<file path="src/rtl/axi_lite_regbank_slave.sv">
// AXI4-Lite responder for a bank of NUM_REGS 32-bit registers.
// One outstanding write and one outstanding read. AW and W may arrive in any
// order. Out-of-range accesses return SLVERR.
module axi_lite_regbank_slave #(
    parameter int unsigned ADDR_W    = 32,
    parameter int unsigned NUM_REGS  = 16,
    parameter logic [31:0] RESET_VAL = 32'h0000_0000
) (
    input  logic              clk,
    input  logic              rstn,
    input  logic [ADDR_W-1:0] s_awaddr,
    input  logic              s_awvalid,
    output logic              s_awready,
    input  logic [31:0]       s_wdata,
    input  logic [3:0]        s_wstrb,
    input  logic              s_wvalid,
    output logic              s_wready,
    output logic [1:0]        s_bresp,
    output logic              s_bvalid,
    input  logic              s_bready,
    input  logic [ADDR_W-1:0] s_araddr,
    input  logic              s_arvalid,
    output logic              s_arready,
    output logic [31:0]       s_rdata,
    output logic [1:0]        s_rresp,
    output logic              s_rvalid,
    input  logic              s_rready
);

    localparam int unsigned       IDX_W      = $clog2(NUM_REGS);
    localparam logic [ADDR_W-1:0] ADDR_LIMIT = ADDR_W'(NUM_REGS * 4);
    localparam logic [1:0]        RESP_OKAY  = 2'b00;
    localparam logic [1:0]        RESP_SLVERR = 2'b10;

    logic [31:0]       regs [NUM_REGS];

    logic              aw_held;
    logic [ADDR_W-1:0] aw_addr;
    logic              w_held;
    logic [31:0]       w_data;
    logic [3:0]        w_strb;

    logic [IDX_W-1:0]  aw_idx;
    logic [IDX_W-1:0]  ar_idx;
    logic              aw_in_range;
    logic              ar_in_range;
    logic              aw_hs;
    logic              w_hs;
    logic              ar_hs;
    logic              commit;
    logic [31:0]       merged;

    // Readies depend only on internal state; forced low while in reset
    assign s_awready = rstn && !aw_held && !s_bvalid;
    assign s_wready  = rstn && !w_held  && !s_bvalid;
    assign s_arready = rstn && !s_rvalid;

    assign aw_hs  = s_awvalid && s_awready;
    assign w_hs   = s_wvalid  && s_wready;
    assign ar_hs  = s_arvalid && s_arready;
    assign commit = aw_held && w_held;

    assign aw_idx      = aw_addr[IDX_W+1:2];
    assign ar_idx      = s_araddr[IDX_W+1:2];
    assign aw_in_range = aw_addr < ADDR_LIMIT;
    assign ar_in_range = s_araddr < ADDR_LIMIT;

    // Byte-merge the held write data into the current register value
    always_comb begin
        merged = regs[aw_idx];
        for (int unsigned b = 0; b < 4; b++) begin
            if (w_strb[b]) begin
                merged[8*b +: 8] = w_data[8*b +: 8];
            end
        end
    end

    // Register bank: updated only on an in-range commit
    always_ff @(posedge clk or negedge rstn) begin
        if (!rstn) begin
            for (int unsigned i = 0; i < NUM_REGS; i++) begin
                regs[i] <= RESET_VAL;
            end
        end else if (commit && aw_in_range) begin
            regs[aw_idx] <= merged;
        end
    end

    // Write address holding register
    always_ff @(posedge clk or negedge rstn) begin
        if (!rstn) begin
            aw_held <= 1'b0;
            aw_addr <= '0;
        end else if (aw_hs) begin
            aw_held <= 1'b1;
            aw_addr <= s_awaddr;
        end else if (commit) begin
            aw_held <= 1'b0;
        end
    end

    // Write data holding register
    always_ff @(posedge clk or negedge rstn) begin
        if (!rstn) begin
            w_held <= 1'b0;
            w_data <= '0;
            w_strb <= '0;
        end else if (w_hs) begin
            w_held <= 1'b1;
            w_data <= s_wdata;
            w_strb <= s_wstrb;
        end else if (commit) begin
            w_held <= 1'b0;
        end
    end

    // Write response channel: raised on commit, held until bready
    always_ff @(posedge clk or negedge rstn) begin
        if (!rstn) begin
            s_bvalid <= 1'b0;
            s_bresp  <= RESP_OKAY;
        end else if (commit) begin
            s_bvalid <= 1'b1;
            s_bresp  <= aw_in_range ? RESP_OKAY : RESP_SLVERR;
        end else if (s_bvalid && s_bready) begin
            s_bvalid <= 1'b0;
        end
    end

    // Read channel: capture on AR handshake, hold until rready
    always_ff @(posedge clk or negedge rstn) begin
        if (!rstn) begin
            s_rvalid <= 1'b0;
            s_rdata  <= '0;
            s_rresp  <= RESP_OKAY;
        end else if (ar_hs) begin
            s_rvalid <= 1'b1;
            s_rdata  <= ar_in_range ? regs[ar_idx] : '0;
            s_rresp  <= ar_in_range ? RESP_OKAY : RESP_SLVERR;
        end else if (s_rvalid && s_rready) begin
            s_rvalid <= 1'b0;
        end
    end

endmodule

</file>
<file path="config.mk">
export PLATFORM = sky130hd
export DESIGN_NAME = axi_lite_regbank_slave
export DESIGN_NICKNAME = d
export VERILOG_FILES = /design/src/rtl/axi_lite_regbank_slave.sv
export SDC_FILE = /design/constraint.sdc
export NUM_CORES = 1
export LEC_CHECK = 0
export ABC_AREA = 1
export BUFFER_PORTS_ARGS = -buffer_cell sky130_fd_sc_hd__buf_2
export CAP_MARGIN = 0
export CORE_AREA = 2 2 319 321
export DETAILED_ROUTE_END_ITERATION = 6
export DIE_AREA = 0 0 321 323
export PLACE_DENSITY_LB_ADDON = 0.15
export SKIP_LAST_GASP = 1
export SLEW_MARGIN = 20
export SYNTH_ARGS = -nofsm -noshare
export SYNTH_HDL_FRONTEND = slang
export SYNTH_SLANG_ARGS = --single-unit
</file>
<file path="constraint.sdc">
create_clock -name clk -period 2.9 [get_ports clk]
set_input_delay 0.435 -clock clk [delete_from_list [all_inputs] [get_ports clk]]
set_output_delay 0.435 -clock clk [all_outputs]
set_load 0.005 [all_outputs]
</file>
; ---- Word-level counts from Yosys, hierarchy flattened
; Index checks and enable logic that the tools add are counted.
[classes]
bitwise = 2
reduce_logical = 21
order_cmp = 5
muxes = 23
[ops]
columns = operator, count
row1 = $bwmux W512, 1
row2 = $bmux W32 S4, 2
row3 = $mux W32, 6
row4 = $demux W32 S4, 1
row5 = $lt A32 B7 Y1 const B, 2
row6 = $mux W8, 4
row7 = $logic_and A1 B1 Y1, 13
row8 = $ge A5 B5 Y1 const B, 2
row9 = $not A4 Y5, 2
row10 = $reduce_bool A2 Y1, 4
row11 = $mux W1, 7
row12 = $lt A5 B1 Y1 const B, 1
row13 = $logic_not A1 Y1, 4
row14 = $mux W2, 2
[totals]
register_bits = 620
out_inout_bits = 41
input_bits = 107

; ---- Depth between registers and ports, before layout
; Gate-level depths: netlist of the first run.
[logic_depth]
ltp_word = 6
ltp_mapped = 15
ltp_nobuf = 11

; ---- Worst setup path after synthesis of the first run
; Ideal clock, no wire load.
[synth_path]
kind = input to register
startpoint = in s_araddr[31]
endpoint = reg s_rdata[22]
path_slack_ns = 1.178
n_path_buf = 1
setup_time_ns = 0.066
stages = 7
arrival_ns = 1.657
cell_sequence = or2_2 -> nor3_1 -> nand3_1 -> nor2_1 -> clkbuf_1 -> nand3_1 -> nand2_1
[synth_via]
elab_chain_len = 2
[synth_rtl]
columns = element, line_no
row1 = start: declaration, 21  ; input logic [ADDR_W-1:0] s_araddr,
row2 = $lt A32 B7 Y1, 66  ; assign ar_in_range = s_araddr < ADDR_LIMIT;
row3 = $mux W32, 138  ; s_rdata <= ar_in_range ? regs[ar_idx] : '0;
row4 = end signal: assignment, 138
row5 = end: declaration, 24  ; output logic [31:0] s_rdata,
; Every way passes these cells.
; A chain may end at the register's enable or synchronous reset.

; ---- Worst setup path after layout of the first run
[layout_path]
startpoint = reg aw_addr[2]
endpoint = reg regs[208] in the netlist's numbering
[layout_via]
elab_chain_len = 6
[layout_rtl]
columns = element, line_no
row1 = start: declaration, 38  ; logic [ADDR_W-1:0] aw_addr;
row2 = start signal: assignment, 96  ; aw_addr <= s_awaddr;
row3 = $not A4 Y5 (not written as such), "70, 85"
row4 = "$ge A5 B5 Y1 (not written as such), or another cell as far along", 85  ; regs[aw_idx] <= merged;
row5 = $logic_and A1 B1 Y1 (not written as such) or $mux W32 (tied branches), "85, 70"
row6 = $mux W32 (on tied branches), "85, 70"
row7 = $demux W32 S4 or $mux W8 (tied branches), "85, 72"
row8 = $bwmux W512, 85
row9 = end signal: indexed assignment, 85
row10 = end: declaration, 35  ; logic [31:0] regs [NUM_REGS];
; Several ways; a longest one is shown, not always the timed one. The select of a mux whose other input is x is not followed.

==> results.py, run 1 <==
metrics = {
    "outcome": {
        "status": "finished, final reports clean",
    },
    "place": {
        "gp_congestion": 0.8256,
        "dp_hpwl_um": 83630,
        "pre_cts_ws_ns": 0.3580,
        "io_buffers": 141,
    },
    "sta": {
        "tns_ns": 0,
        "hold_viol": 0,
        "slew_headroom_pct": 28.33,
        "fin_skew_ns": 0.04236,
        "setup_slack_ns": 0.3355,
        "worst_pin_slew_ns": 1.075,
        "fin_crit_sh_pct": 88.43,
        "rsz0062_at_grt": "no",
        "maxSlewViolCount": 0,
        "period_minus_slack_ns": 2.565,
        "max_freq_mhz": 389.9,
        "setup_violations": 0,
    },
    "yosys": {
        "yosys_warnings": 0,
        "synth_cell_types": 24,
        "synth-seq-area-share_pct": 44.15,
        "synth_cells": 5175,
        "synth_area_um2": 34910,
        "avgSynthCellArea_um2": 6.747,
        "synth-seq-cells": 616,
    },
    "cells_and_area": {
        "drive_above_1_share_pct": 10.07,
        "area_growth_pct": 14.46,
        "regArea_um2": 15420,
        "fin_nets": 5272,
        "fillers": 10660,
        "multi_input_area_um2": 17250,
    },
    "route": {
        "drtIter0Drc": 4122,
        "drc": 0,
        "finalWirelength_um": 148500,
        "ant_nets": 0,
        "vias": 35550,
        "viasPerCell": 5.440,
        "first_pass_iters": 7,
        "wl_per_cell_um": 22.72,
    },
    "global_route": {
        "overflow": 0,
        "grt.total_usage_pct": 28.45,
        "grt_first_pass_wirelength_um": 221400,
        "antenna_found_initial": 4,
        "grt_max_degree": 162,
        "grt_pass1_vias": 33600,
    },
    "power_and_ir_drop": {
        "ir_worst_vdd_mv": 0.6295,
        "leakagePower_nw": 20.92,
        "power_density_nw_per_um2": 706.7,
    },
    "critical_path": {
        "path_max_fanout": 15,
        "worstSetupPathType": "flip-flop to flip-flop",
        "required_ns": 3.46,
        "regToRegSetupSlack_ns": 0.34,
        "worstReg2RegEnd": "regs[208]",
        "end_kind": "flip-flop",
        "start_kind": "flip-flop",
        "rr_startpoint": "aw_addr[2]",
        "arrival_ns": 3.12,
        "r2r_cells": 8,
    },
    "hold_path": {
        "holdCritPathClass": "primary input to flip-flop",
        "hold_depth": 3,
        "hp-start": "s_wdata[6]",
        "min_to": "w_data[6]",
    },
    "floorplanning": {
        "io_pins": 148,
        "initial_core_util_pct": 34.67,
        "die_h_um": 323,
        "dieWidth_um": 321,
        "core-area_um2": 100700,
        "die-area_um2": 103700,
        "num_rows": 117,
    },
    "clocking": {
        "cts_buffers": 75,
        "clk_latency_ns": 0.66,
        "clock_sinks": 616,
        "cts_tree": "done",
        "cts_resized": 0,
        "cts-root-buf": "clkbuf_16",
        "htreeDepth": 3,
        "path_clk_slew_ns": 0.06,
        "clock_path_buffers": 3,
    },
    "run": {
        "maxCapViolCount": 0,
    },
}
[cells by family (layout without fill, tap and decap cells)]
kind of cell | count (synthesis) | in the layout | synth area share [%]
flip-flops | 616 | 616 | 44.15
multiplexers | 19 | 19 | 0.6128
AO/OA/AOI/OAI | 275 | 275 | 3.942
other | 1 | 3 | 0.01074
buffers and inverters | 518 | 567 | 7.085
AND/OR/NAND/NOR | 3746 | 3746 | 44.20
[state kept, by name, indices dropped and copies added (netlist names)]
signal    count
aw_held       1
s_bvalid      1
w_strb        4
s_rresp       1
regs        512
w_held        1
w_data       32
s_rdata      32
s_rvalid      1
s_bresp       1
aw_addr      30
[layout by cell type (no fill, tap or decap), types with 2 or more instances in the layout]
cell type / Yosys / routed
buf_2: 84 / 137
clkbuf_16: 0 / 79
nand4_1: 2 / 2
inv_1: 123 / 119
dlygate4sd3_1: 0 / 5
buf_4: 19 / 117
and2_1: 3 / 3
mux2_2: 19 / 19
inv_6: 0 / 4
nand3_1: 979 / 962
nor4_1: 4 / 4
nand2_2: 32 / 33
nand2_1: 2533 / 2531
dfrtp_1: 616 / 614
bufinv_16: 0 / 11
o21ai_0: 130 / 130
buf_8: 0 / 2
dfrtp_4: 0 / 2
clkbuf_8: 0 / 18
nor2_4: 0 / 21
or2_2: 3 / 3
conb_1: 1 / 2
nand3_2: 0 / 17
clkbuf_1: 207 / 14
buf_12: 0 / 40
nor2_1: 174 / 164
inv_2: 4 / 4
clkinv_2: 0 / 14
nor3_1: 4 / 4
a21oi_1: 144 / 144
[worst max-delay path, cell delays in order, from the launching register on]
cell and delay [ns]:
dfrtp_4 0.61, inv_6 0.10, nor2_4 0.36, buf_4 0.31, nand2_1 0.12, nor2_4 0.49, buf_12 0.28, nand3_1 0.10
nand2_1 0.08
[Yosys cell counts (all sizes together)]
cell type | instances | area, µm²
inv | 127 | 476.7
clkbuf | 207 | 777.0
buf | 183 | 1216
and2 | 3 | 18.77
nand4 | 2 | 12.51
conb | 1 | 3.750
or2 | 3 | 18.77
nor4 | 4 | 25.02
clkinv | 1 | 3.750
nor3 | 4 | 20.02
mux2 | 19 | 214.0
dfrtp | 616 | 15410
o21ai | 131 | 655.6
a21oi | 144 | 720.7
nand3 | 979 | 4900
nand2 | 2565 | 9708
nor2 | 186 | 728.2
[report_power, final]
part           switching (mW)  leakage, nW  internal (mW)
clock                    4.00         1.33           6.41
combinational            6.72         11.2           1.64
sequential              0.412         8.41           9.06
[worst max-delay path by stage]
stage / to / from
2_1_floorplan: s_rdata[22] / s_araddr[31]
3_3_place_gp: regs[211] / aw_addr[2]
3_5_place_dp: regs[213] / aw_addr[2]
4_1_cts: regs[208] / aw_addr[2]
5_1_grt: regs[215] / aw_addr[2]
6_report: regs[208] / aw_addr[2]
[what timing repair did]
action	in CTS	in global routing
endpoints found under the hold margin	79	0
hold buffers	5	0
buffers inserted	0	0
[per-layer routing]
layer / up-vias / global-route usage (%) / share of wire, %
li1: 16460 / - / -
met1: 17240 / 38.88 / 43
met2: 1576 / 45.35 / 46
met3: 285 / 4.608 / 8.2
met4: 2 / 10.60 / 3.6
met5: - / 0 / 0.0088
[per-stage QoR]
step / hold slack, ns / area (µm²) / total power, mW / cells / utilization (%)
after floorplan: 0.1394 / 34920 / 14.55 / 5176 / -
after global placement: 0.4602 / 37220 / 17.86 / 6392 / 36.95
after detailed placement: 0.4628 / 37220 / 17.86 / 6392 / 36.95
after CTS: 0.001440 / 39960 / 28.31 / 6534 / 39.68
after global routing: 0.03611 / 39960 / 29.23 / 6535 / 39.68
final: 0.03289 / 39960 / 28.24 / 6535 / 39.68
[area by class of cell]
| type | count | share of cell area, % |
|---|---|---|
| diodes | 1 | 0.006262 |
| clock buffers | 111 | 5.698 |
| clock inverters | 26 | 1.033 |
| inverters | 128 | 1.249 |
| multi-input cells | 4042 | 43.18 |
| flip-flops and latches | 616 | 38.59 |
| well taps | 1309 | 4.098 |
| repair buffers | 302 | 6.146 |
Note: power is estimated with default switching activity, not from simulation.
==> inputs of run 2 (changes only) <==
ABC_AREA = not set   (was 1)
CORE_AREA = 2 2 298 300   (was 2 2 319 321)
DIE_AREA = 0 0 300 302   (was 0 0 321 323)
==> run 2 against run 1 <==
Maximum frequency down 3.0%. Combinational power decreased by 4.9%. Global-route usage is 5.7 points lower. Core utilization is 0.74 points higher. Die area fell by 13%. Wire length fell by 32%. First-iteration DRC count decreased by 57%. Total power is 5.8% lower. Sequential power up 3.1%. Via count fell by 36%. Critical endpoint is now regs[272].
==> results.py, run 2 <==
metrics = {
    "floorplanning": {
        "num_rows": 109,
        "die_h_um": 302,
        "io_pins": 148,
        "initial_core_util_pct": 34.69,
        "die-area_um2": 90600,
        "dieWidth_um": 300,
        "core-area_um2": 87560,
    },
    "power_and_ir_drop": {
        "finalPower_mw": 26.60,
        "power_density_nw_per_um2": 751.6,
        "leakagePower_nw": 15.44,
        "ir_worst_vdd_mv": 0.4111,
    },
    "yosys": {
        "avgSynthCellArea_um2": 11.12,
        "synth_cell_types": 46,
        "yosysTopAreaCell": "dfrtp_1",
        "synth_edf_count": 0,
        "synth_area_um2": 30380,
        "ys_top_cells_by_count": "dfrtp_1, nand2_1, o21ai_0, mux2i_1, mux4_2",
        "async_flop_share_pct": 100.0,
        "yosysTopAreaCellShare_pct": 50.75,
        "synth_fa_ha_area_share_pct": 0,
        "synth_cells": 2731,
        "yosysMostFrequentCell": "dfrtp_1",
        "yosys.area_share.xor_xnor_pct": 0,
        "synthTopCellsByArea": "dfrtp_1, mux4_2, o21ai_0",
        "synthSimpleGateAreaFrac_pct": 9.338,
        "synth-seq-area-share_pct": 50.75,
        "synthMuxAreaShare_pct": 20.64,
        "synth_compound_area_share_pct": 14.89,
        "yosys_warnings": 0,
        "synth-seq-cells": 616,
        "synth_top_family_by_area": "multiplexers",
        "synthFlopType": "dfrtp_1",
    },
    "critical_path": {
        "required_ns": 3.35,
        "arrival_ns": 3.09,
        "start_kind": "flip-flop",
        "path_max_fanout": 34,
        "worstSetupPathType": "flip-flop to flip-flop",
        "cpMaxStageDelayCell": "dfrtp_4",
        "crit_chain": "buf_12 > buf_4 > mux2i_1 > o22ai_1 > nor3_1 > o2bb2ai_1 > o21ai_0",
        "end_kind": "flip-flop",
        "max_stage_delay_ns": 0.70,
    },
    "place": {
        "gp_congestion": 0.8096,
        "io_buffers": 141,
        "dp_hpwl_um": 60680,
    },
    "global_route": {
        "grt_pass1_vias": 23450,
        "grt_first_pass_wirelength_um": 153800,
        "grt.total_usage_pct": 22.72,
        "antenna_found_initial": 2,
        "grt_max_degree": 164,
        "overflow": 0,
    },
    "cells_and_area": {
        "multi_input_area_um2": 13810,
        "largest_register_ff_count": 512,
        "regArea_um2": 15420,
        "area_growth_pct": 16.50,
        "reg.largest.list": "regs x512, s_rdata x32, w_data x32",
        "final_cell_mix": "dfrtp_1, nand2_1, o21ai_0",
        "fin_nets": 2941,
        "drive_above_1_share_pct": 22.96,
        "n_antenna_cell": 0,
        "regMostFlops": "regs",
        "mostFrequentLayoutCell": "dfrtp_1",
        "fillers": 8438,
    },
    "route": {
        "drtIter0Drc": 1793,
        "viasPerCell": 5.593,
        "first_pass_iters": 5,
        "wl_per_cell_um": 25.03,
        "finalWirelength_um": 101500,
        "ant_nets": 0,
        "drc": 0,
        "vias": 22670,
    },
    "clocking": {
        "clock_sinks": 616,
        "path_clk_slew_ns": 0.06,
        "cts_buffers": 72,
        "cts-root-buf": "clkbuf_16",
        "cts_tree": "done",
        "clk_latency_ns": 0.63,
        "post-cts-setup-buffers": 0,
        "htreeDepth": 3,
        "clock_path_buffers": 3,
    },
    "sta": {
        "tns_ns": 0,
        "worst_pin_slew_ns": 1.077,
        "slew_headroom_pct": 28.17,
        "fin_crit_sh_pct": 91.20,
        "worst_hold_slack_ns": 0.03397,
        "maxSlewViolCount": 0,
        "setup_violations": 0,
        "max_freq_mhz": 378.1,
        "period_minus_slack_ns": 2.645,
        "rsz0062_at_grt": "no",
        "hold_viol": 0,
        "fin_skew_ns": 0.02534,
    },
    "hold_path": {
        "holdCritPathClass": "primary input to flip-flop",
    },
    "outcome": {
        "status": "finished, final reports clean",
    },
    "run": {
        "maxCapViolCount": 0,
    },
}
[run 2: cell count changes in the layout (fill, tap and decap cells not counted), sizes merged, moves of 65 or more]
cell   previous run  this run
nor2            186         7
o21ai           131       529
inv             128        11
mux4              0       160
o22ai             0        65
nand3           979        17
mux2i             0       192
a21oi           144         3
nand2          2565       563
[run 2: path summary, 6_finish.rpt]
check / end / startpoint / cells past startpoint / slack [ns]
max: regs[272] / aw_addr[3] / 7 / 0.26
min: w_data[30] / s_wdata[30] / 2 / 0.03
max reg2reg: regs[272] / aw_addr[3] / 7 / 0.26
min reg2reg: regs[173] / regs[173] / 2 / 0.49
max in group asynchronous: w_data[24] / rstn / 4 / 1.03
min in group asynchronous: s_bvalid / rstn / 2 / 0.27
[run 2: where the power goes]
part / leakage, nW / switching [mW] / internal (mW)
sequential: 8.45 / 0.655 / 9.11
combinational: 5.87 / 5.10 / 2.86
clock: 1.12 / 3.66 / 5.22
[run 2: timing repair]
action                                 in CTS  in global routing
endpoints found under the hold margin      26                  0
resized for setup                           0                  0
hold buffers                                3                  0
[run 2: cells by family (layout without fill, tap and decap cells)]
group	count (synthesis)	in the layout
AOI/OAI and AO/OA	759	759
and+or+nand+nor	671	671
DFF	616	616
muxes	418	418
buffers and inverters	266	422
other	1	2
[run 2: critical path: cells and delay by family (launching register included)]
family	cells	cell delay, ns
buffers and inverters	2	0.55
AND/OR/NAND/NOR	1	0.21
multiplexers	1	0.19
AO/OA/AOI/OAI	3	0.80
flip-flops	1	0.70
[run 2: layout make-up]
class	count	share of cell area, %
tap	1165	4.119
clock buffer	115	6.152
multi-input combinational	1850	39.03
clock inverter	13	0.3041
timing repair buffer	286	6.718
sequential	616	43.59
inverter	8	0.08486
[run 2: routing by layer]
metal	vias to the layer above	track usage, %	wire [µm]
met5	-	0	13
li1	10160	-	-
met3	215	3.584	5487
met1	11590	30.77	44360
met2	708	37.06	48020
met4	2	8.238	3563
[run 2: through the flow]
| stage | std cells | utilization, % | cell area, µm² | setup slack [ns] |
|---|---|---|---|---|
| floorplan | 2732 | - | 30380 | 0.8609 |
| global placement | 3921 | 37.76 | 33070 | 0.2484 |
| detailed placement | 3921 | 37.76 | 33070 | 0.2160 |
| CTS | 4052 | 40.41 | 35380 | 0.2043 |
| global route | 4053 | 40.42 | 35390 | 0.01109 |
| finish | 4053 | 40.42 | 35390 | 0.2551 |
